$ cat src/rtl/sprite_pixel_drawer.sv
// sprite_pixel_drawer: streams an 8x8 sprite or background patch to a VGA adapter, one pixel per cycle
module sprite_pixel_drawer #(
  parameter logic [2:0] TRANSPARENT = 3'b000
) (
  input  logic        clock,
  input  logic        resetn,
  input  logic        drawChar,
  input  logic        drawBG,
  input  logic [7:0]  xIn,
  input  logic [6:0]  yIn,
  output logic [5:0]  romAddr,
  input  logic [2:0]  romData,
  output logic [14:0] bgAddr,
  input  logic [2:0]  bgData,
  output logic [7:0]  vgaX,
  output logic [6:0]  vgaY,
  output logic [2:0]  vgaColour,
  output logic        plot,
  output logic        doneChar,
  output logic        doneBG,
  output logic        busy
);
  typedef enum logic [1:0] {S_IDLE, S_RUN, S_FLUSH, S_DONE} state_t;
  state_t      r_state, w_next;
  logic [5:0]  r_cnt;
  logic [7:0]  r_x;
  logic [6:0]  r_y;
  logic        r_bg;
  logic        r_valid, r_inb;
  logic [7:0]  r_px;
  logic [6:0]  r_py;
  logic [8:0]  w_px;
  logic [7:0]  w_py;
  logic        w_inb, w_start;
  // Pixel coordinates kept one bit wider than the screen so the clip test never sees a wrapped value
  always_comb begin
    w_start = drawBG | drawChar;
    w_px    = {1'b0, r_x} + {6'b0, r_cnt[2:0]};
    w_py    = {1'b0, r_y} + {5'b0, r_cnt[5:3]};
    w_inb   = (w_px < 9'd240) && (w_py < 8'd120);
    romAddr = r_cnt;
    bgAddr  = w_inb ? ({7'b0, w_py} * 15'd240 + {6'b0, w_px}) : 15'd0;
  end
  // Next-state logic: RUN walks all 64 pixels, FLUSH drains the ROM latency, DONE pulses completion
  always_comb begin
    w_next = r_state;
    w_next = (r_state == S_IDLE)  ? (w_start ? S_RUN : S_IDLE) :
             (r_state == S_RUN)   ? ((r_cnt == 6'd63) ? S_FLUSH : S_RUN) :
             (r_state == S_FLUSH) ? S_DONE : S_IDLE;
  end
  // Outputs come from the pipe stage, aligned with the one-cycle ROM read
  always_comb begin
    busy      = r_state != S_IDLE;
    doneChar  = (r_state == S_DONE) && !r_bg;
    doneBG    = (r_state == S_DONE) && r_bg;
    vgaX      = r_px;
    vgaY      = r_py;
    vgaColour = r_bg ? bgData : romData;
    plot      = r_valid && r_inb && (r_bg || (romData != TRANSPARENT));
  end
  // State register
  always_ff @(posedge clock or negedge resetn) begin
    if (!resetn) r_state <= S_IDLE;
    else         r_state <= w_next;
  end
  // Start latch and pixel counter; BG wins when both requests arrive together
  always_ff @(posedge clock or negedge resetn) begin
    if (!resetn) begin
      r_cnt <= 6'd0;
      r_x   <= 8'd0;
      r_y   <= 7'd0;
      r_bg  <= 1'b0;
    end else if (r_state == S_IDLE && w_start) begin
      r_cnt <= 6'd0;
      r_x   <= xIn;
      r_y   <= yIn;
      r_bg  <= drawBG;
    end else if (r_state == S_RUN) begin
      r_cnt <= r_cnt + 6'd1;
    end
  end
  // Pipe stage carrying the pixel issued last cycle, valid only for RUN issues
  always_ff @(posedge clock or negedge resetn) begin
    if (!resetn) begin
      r_valid <= 1'b0;
      r_inb   <= 1'b0;
      r_px    <= 8'd0;
      r_py    <= 7'd0;
    end else begin
      r_valid <= r_state == S_RUN;
      r_inb   <= w_inb;
      r_px    <= w_px[7:0];
      r_py    <= w_py[6:0];
    end
  end
endmodule

$ cat config.mk
export PLATFORM = sky130hd
export DESIGN_NAME = sprite_pixel_drawer
export DESIGN_NICKNAME = d
export VERILOG_FILES = /design/src/rtl/sprite_pixel_drawer.sv
export SDC_FILE = /design/constraint.sdc
export NUM_CORES = 1
export LEC_CHECK = 0
export CORE_MARGIN = 5
export CORE_UTILIZATION = 50
export DETAILED_ROUTE_END_ITERATION = 8
export PLACE_DENSITY = 0.87
export SYNTH_ARGS = -nofsm -noshare
export SYNTH_HDL_FRONTEND = slang
export SYNTH_SLANG_ARGS = --single-unit
$ cat constraint.sdc
create_clock -name clock -period 7.1 [get_ports clock]
set_input_delay 1.42 -clock clock [delete_from_list [all_inputs] [get_ports clock]]
set_output_delay 1.42 -clock clock [all_outputs]
set_load 0.05 [all_outputs]
==> out/metrics.yaml, run 1 <==
post_cts_buffers: 0
grt_pass1_vias: 2741
fmax_mhz: 150
whs_path_depth: 2
ys_warn_count: 0
synth_top_cells_by_area: "dfrtp_1 (33%), ha_1 (12%), fa_1 (7.7%), nand2_1 (6.6%), xnor2_1 (6.2%)"
drt-initial-drc-count: 108
drv_slew: 0
dpl_worst_slack_ns: 0.478
syn_nets: 410
status: "complete, no violations"
use_met3_pct: 2.67
fin_area_um2: 3990
pin_count: 68
rsz0062_at_grt: "false"
async_flop_share_pct: 100
critPathKind: "flop to output pin"
worst_slew_pin_slew_ns: 1.14
nets: 477
io_buffers: 67
dr.pass1.iters: 4
placed_area_um2: 3850
skew_ns: 0.00574
cts_made_buffers: 5
synth_seq_area_share_pct: 32.8
route.detailed.drc: 0
htreeDepth: 2
r2r_end: "r_inb$_DFF_PN0_"
cap_violations: 0
r2r-start: "romAddr[3]$_DFFE_PN0P_"
drt-total-wl_um: 7280
synth_seq_cells: 41
tns_ns: 0
cts_tree: "yes"
endpoint_kind: "output pin"
vias: 2621
root_buffer: "clkbuf_8"
rrSetupSlack_ns: 3.72
min_path_type: "flop to flop"
grt_start_max_net_pins: 42
arrival_ns: 5.24
track_usage_pct: 20.3
grt_overflow_total: 0
insertion_delay_ns: 0.30
synth_cell_types: 47
rr_worst_depth: 12
dieArea_um2: 7940
die_h_um: 89.1
utilization_pct: 66.5
clkTransAtPathRegs_ns: 0.08
setup_slack_ns: 0.442
startpoint_type: "flop"
critPathMaxFanout: 6
synth_enable_flop_cells: 0
clockBufferDepth: 2
antenna_cells: 0
yosysTopAreaCell: "dfrtp_1"
top_usage_layer: "met2"
detail-route-antenna-nets: 0
grt_use_met1_pct: 24.9
via_per_inst: 5.39
syn-instance-count: 343
grtUsageMet2_pct: 36.8
gp_congestion: 0.918
dpl.hpwl_um: 5730
wl_per_cell_um: 15.0
start_util_pct: 52.2
syn_to_final_growth_pct: 27.3
final.min_clock_period_ns: 6.66
die_x_um: 89.1
antenna_found_initial: 0
setup_violations: 0
core_um2: 5990
hp-start: "r_x[2]$_DFFE_PN0P_"
worstHoldEndpoint: "r_x[2]$_DFFE_PN0P_"
slew_headroom_pct: 23.8
synth.cell_area_um2: 3130
hold_viol_final: 0
finalCritPeriodShare_pct: 93.8
cts.sinks: 41
crit_required_ns: 5.68
synth.avg_cell_area_um2: 9.12
drive_gt1_share_pct: 5.84
grt_pass1_wl_um: 12600
synth_top_cell_area_share_pct: 32.8
row_count: 28
synth_ff_type: "dfrtp_1"
-- what timing repair did --
| item | in CTS | in global routing |
|---|---|---|
| resized for setup | 0 | 4 |
| hold buffers | 0 | 0 |
| setup endpoints to repair | 0 | 2 |
-- cell type report --
type,instances,area (um^2)
Fill cell,465,2010
Multi-Input combinational cell,254,1920
Sequential cell,41,1030
Timing Repair Buffer,69,683
Inverter,39,146
Tap cell,75,93.8
Clock buffer,7,86.3
Clock inverter,1,30.0
-- layout by cell type (no fill, tap or decap), types with 5 or more instances in the layout --
master           instances
a21o_1                   9
a21oi_1                 11
and3_1                   5
clkbuf_8                 6
clkdlybuf4s50_1         63
dfrtp_1                 41
fa_1                    12
ha_1                    30
inv_1                   39
nand2_1                 55
nand3_1                  5
nand4_1                  6
nor2_1                  24
nor3_1                   6
o21ai_0                 13
xnor2_1                 21
xor2_1                   9
-- synthesized netlist by cell type (2+ instances only) --
cell and count:
inv_1 39, nand2b_1 2, clkbuf_1 4, or2_2 3, o21a_1 3, o21ai_0 13, nor2_1 24, dfrtp_1 41
nand2_1 55, nand4_1 6, mux2_2 3, nor2b_4 2, o31ai_1 3, nor4_1 3, buf_2 3, nand3_1 5
fa_1 12, ha_1 30, and3_1 5, a211oi_1 4, a21oi_1 11, o2111ai_1 2, nor3_1 6, a21o_1 9
buf_6 2, xor2_1 10, o21bai_1 2, xnor2_1 22
-- critical path: stages (launching register included) --
cell and delay (ns):
dfrtp_1 0.44, ha_1 0.20, inv_1 0.05, fa_1 0.43, xor2_1 0.20, fa_1 0.52
inv_1 0.06, fa_1 0.50, inv_1 0.06, fa_1 0.50, inv_1 0.04, ha_1 0.29
o21ai_0 0.12, o21bai_1 0.09, a21oi_1 0.28, nor3_1 0.12, xnor2_1 0.14, nor2_1 0.09
clkdlybuf4s50_1 0.82
-- per-stage QoR --
| step | hold slack [ns] | instances |
|---|---|---|
| after CTS | 0.496 | 486 |
| after detailed placement | 0.476 | 478 |
| after global placement | 0.465 | 478 |
| after global routing | 0.521 | 486 |
| final | 0.499 | 486 |
| after floorplan | 0.450 | 343 |
-- flip-flops by register name, indices dropped and copies added, names as in the netlist --
register,flops
r_y,7
r_state,2
r_valid,1
vgaX,8
r_x,8
r_bg,1
romAddr,6
vgaY,7
r_inb,1
-- cells by family (layout without fill, tap and decap cells) --
group,after synthesis,in the layout,synth area share [%]
buffers and inverters,48,116,6.36
and+or+nand+nor,117,117,17.4
AOI/OAI and AO/OA,59,59,13.2
adders and majority gates,42,42,19.7
muxes,4,4,1.56
xor gates and xnor gates,32,32,8.96
DFF,41,41,32.8
-- worst max-delay path by stage --
stage	startpoint	endpoint	depth (start not counted)
after floorplan	romAddr[3]$_DFFE_PN0P_	bgAddr[13]	19
after global placement	romAddr[3]$_DFFE_PN0P_	bgAddr[13]	20
after detailed placement	romAddr[3]$_DFFE_PN0P_	bgAddr[13]	20
after CTS	romAddr[4]$_DFFE_PN0P_	bgAddr[13]	17
after global routing	romAddr[3]$_DFFE_PN0P_	bgAddr[11]	18
final	romAddr[3]$_DFFE_PN0P_	bgAddr[11]	18
-- per-layer routing --
metal | share of wire [%] | routed length [um]
met1 | 43 | 3110
met5 | 0 | 0
met4 | 1.2 | 89
met3 | 4.3 | 313
met2 | 52 | 3770
Power of run 1 is not shown: default switching activity piles up to over one toggle a cycle in this logic, so the estimate is an artifact.
==> inputs of run 2 (changes only) <==
--- a/config.mk
+++ b/config.mk
@@ -5,10 +5,11 @@
 export SDC_FILE = /design/constraint.sdc
 export NUM_CORES = 1
 export LEC_CHECK = 0
+export ABC_AREA = 1
 export CORE_MARGIN = 5
 export CORE_UTILIZATION = 50
 export DETAILED_ROUTE_END_ITERATION = 8
-export PLACE_DENSITY = 0.87
+export PLACE_DENSITY = 0.86
 export SYNTH_ARGS = -nofsm -noshare
 export SYNTH_HDL_FRONTEND = slang
 export SYNTH_SLANG_ARGS = --single-unit
==> run 2 against run 1 <==
Worst setup slack got worse by 0.10 ns. Register-to-register slack improved by 0.66 ns. Clock-buffer cell count decreased by 2. Non-clock buffer count decreased by 2. Clock skew increased by 0.0019 ns. Global-route usage decreased by 1.0 points. Via count increased by 11%. Synthesized cell count increased by 26%. Final cell count increased by 19%. Die area increased by 5.6%. Critical endpoint is now bgAddr[10]. Worst hold slack got worse by 0.0023 ns.
==> out/metrics.yaml, run 2 <==
setup_violations: 0  # unchanged
yosys-mux-area-fraction_pct: 0  # was 1.56%
drive_gt1_share_pct: 8.15  # was 5.84%
htreeDepth: 2  # unchanged
synth_fa_ha_area_share_pct: 18.5  # was 19.7%
cts_tree: "yes"  # unchanged
pin_count: 68  # unchanged
clockBufferDepth: 2  # unchanged
final.min_clock_period_ns: 6.76  # was 6.66 ns
row_count: 29  # was 28
antenna_cells: 0  # unchanged
die_x_um: 91.6  # was 89.1 um
grt_pass1_vias: 3056  # was 2741
dieArea_um2: 8380  # was 7940 um^2
route.detailed.drc: 0  # unchanged
synth_enable_flop_cells: 0  # unchanged
yosysTopAreaCell: "dfrtp_1"  # unchanged
fmax_mhz: 148  # was 150 MHz
root_buffer: "clkbuf_8"  # unchanged
dr.pass1.iters: 5  # was 4
insertion_delay_ns: 0.29  # was 0.30 ns
cpLargestDelayFamily: "adder cells"  # unchanged
synth_top_family_by_area: "simple AND/OR/NAND/NOR gates"  # was adder cells
cts_made_buffers: 5  # unchanged
crit_required_ns: 5.68  # about the same
async_flop_share_pct: 100  # unchanged
path_cells: "ha_1, inv_1, fa_1, xnor2_2, inv_1, fa_1, inv_1, fa_1, inv_1, fa_1, inv_1, ha_1, a21oi_1, nand2_1, nand2_1, nand2_1, nand3_1, nand2_1, nor2_4, clkdlybuf4s50_1"  # was ha_1, inv_1, fa_1, xor2_1, fa_1, inv_1, fa_1, inv_1, fa_1, inv_1, ha_1, o21ai_0, o21bai_1, a21oi_1, nor3_1, xnor2_1, nor2_1, clkdlybuf4s50_1
vias: 2908  # was 2621
synth_top_cells_by_area: "dfrtp_1 (31%), nand2_1 (13%), ha_1 (11%), inv_1 (9.7%), fa_1 (7.2%)"  # was dfrtp_1 (33%), ha_1 (12%), fa_1 (7.7%), nand2_1 (6.6%), xnor2_1 (6.2%)
nets: 570  # was 477
min_path_type: "flop to flop"  # unchanged
clkTransAtPathRegs_ns: 0.08  # about the same
detail-route-antenna-nets: 0  # unchanged
layout_common_cells: "nand2_1 (117), inv_1 (86), clkdlybuf4s50_1 (63)"  # was clkdlybuf4s50_1 (63), nand2_1 (55), dfrtp_1 (41)
wl_per_cell_um: 13.0  # was 15.0 um
worst_slew_pin_slew_ns: 0.897  # was 1.14 ns
grt_overflow_total: 0  # unchanged
die_h_um: 91.6  # was 89.1 um
cts.sinks: 41  # unchanged
synth_seq_cells: 41  # unchanged
drv_slew: 0  # unchanged
syn_to_final_growth_pct: 25.4  # was 27.3%
slew_headroom_pct: 40.2  # was 23.8%
status: "complete, no violations"  # unchanged
drt-initial-drc-count: 136  # was 108
arrival_ns: 5.34  # was 5.24 ns
grt_pass1_wl_um: 13300  # was 12600 um
ys_warn_count: 0  # unchanged
io_buffers: 67  # unchanged
track_usage_pct: 19.2  # was 20.3%
antenna_found_initial: 0  # unchanged
yosys-top-cells-count: "nand2_1 (117), inv_1 (86), dfrtp_1 (41)"  # was nand2_1 (55), dfrtp_1 (41), inv_1 (39)
yosys.area_share.simple_pct: 29.7  # was 17.4%
start_util_pct: 51.8  # was 52.2%
critPathMaxFanout: 5  # was 6
slowest_stage: "clkdlybuf4s50_1"  # unchanged
syn-instance-count: 432  # was 343
rsz0062_at_grt: "false"  # unchanged
synth-compound-area-share_pct: 5.98  # was 13.2%
synth_ff_type: "dfrtp_1"  # unchanged
dpl.hpwl_um: 6070  # was 5730 um
grt_start_max_net_pins: 42  # unchanged
synth_cell_types: 33  # was 47
synth_top_cell_area_share_pct: 30.9  # was 32.8%
startpoint_type: "flop"  # unchanged
synth_seq_area_share_pct: 30.9  # was 32.8%
drt-total-wl_um: 7570  # was 7280 um
critPathKind: "flop to output pin"  # unchanged
synth.avg_cell_area_um2: 7.70  # was 9.12 um^2
endpoint_kind: "output pin"  # unchanged
syn_nets: 499  # was 410
synth.cell_area_um2: 3330  # was 3130 um^2
gp_congestion: 0.895  # was 0.918
cap_violations: 0  # unchanged
tns_ns: 0  # unchanged
core_um2: 6420  # was 5990 um^2
rrSetupSlack_ns: 4.38  # was 3.72 ns
path_buf_inv: 6  # was 5
cpMostUsedCell: "inv_1"
synth-xor-area-share_pct: 3.91  # was 8.96%
max_stage_delay_ns: 0.80  # was 0.82 ns
final_common_cell: "nand2_1"  # was clkdlybuf4s50_1
hold_viol_final: 0  # unchanged
yosysMostFrequentCell: "nand2_1"  # unchanged
ctsHoldBuffers: 0  # unchanged
via_per_inst: 5.01  # was 5.39
skew_ns: 0.00760  # was 0.00574 ns
finalCritPeriodShare_pct: 95.2  # was 93.8%
-- run 2: layer usage --
metal,up-vias,share of wire [%],GRT usage [%]
li1,1468,-,-
met4,0,2.4,7.04
met2,69,52,35.7
met3,18,4.6,3.14
met5,-,0,0
met1,1353,41,22.0
-- run 2: area by class of cell --
class / count / area (um^2)
repair buffers: 67 / 666
inverters: 90 / 340
flip-flops and latches: 41 / 1030
well taps: 77 / 96.3
fillers: 513 / 2250
multi-input cells: 298 / 1940
clock inverters: 2 / 35.0
clock buffers: 5 / 68.8
-- run 2: per-stage QoR --
stage / utilization (%) / instances / area (um^2) / hold slack [ns] / setup WS [ns]
final: 65.0 / 580 / 4170 / 0.497 / 0.341
after global routing: 65.0 / 580 / 4170 / 0.538 / 0.00881
after CTS: 64.8 / 580 / 4160 / 0.499 / 0.0383
after detailed placement: 63.2 / 573 / 4060 / 0.480 / 0.345
after global placement: 63.2 / 573 / 4060 / 0.470 / 0.629
after floorplan: - / 432 / 3330 / 0.453 / 0.659
-- run 2: final timing paths --
kind / from / end / depth (start not counted)
max in group asynchronous: resetn / vgaY[5]$_DFF_PN0_ / 1
min in group asynchronous: resetn / r_y[2]$_DFFE_PN0P_ / 1
worst min register to register: r_x[0]$_DFFE_PN0P_ / r_x[0]$_DFFE_PN0P_ / 2
worst max-delay path: romAddr[3]$_DFFE_PN0P_ / bgAddr[10] / 20
worst max register to register: romAddr[3]$_DFFE_PN0P_ / r_inb$_DFF_PN0_ / 14
worst min-delay path: r_x[0]$_DFFE_PN0P_ / r_x[0]$_DFFE_PN0P_ / 2
-- run 2: kinds of logic (layout without fill, tap and decap cells) --
kind of cell	count (synthesis)	count (layout)
buffers and inverters	93	164
DFF	41	41
AOI/OAI and AO/OA	36	36
xor gates and xnor gates	14	14
and+or+nand+nor	206	206
adders and majority gates	42	42
-- run 2: worst min-delay path, cell delays in order (launching register included) --
cell and delay, ns:
dfrtp_1 0.36, nand2_1 0.06, nand2_1 0.05
-- run 2: what timing repair did --
action,CTS,global route
endpoints found under the setup margin,2,6
gates resized for setup,2,2
setup buffers,0,0
Power of run 2 is left out for the same reason.
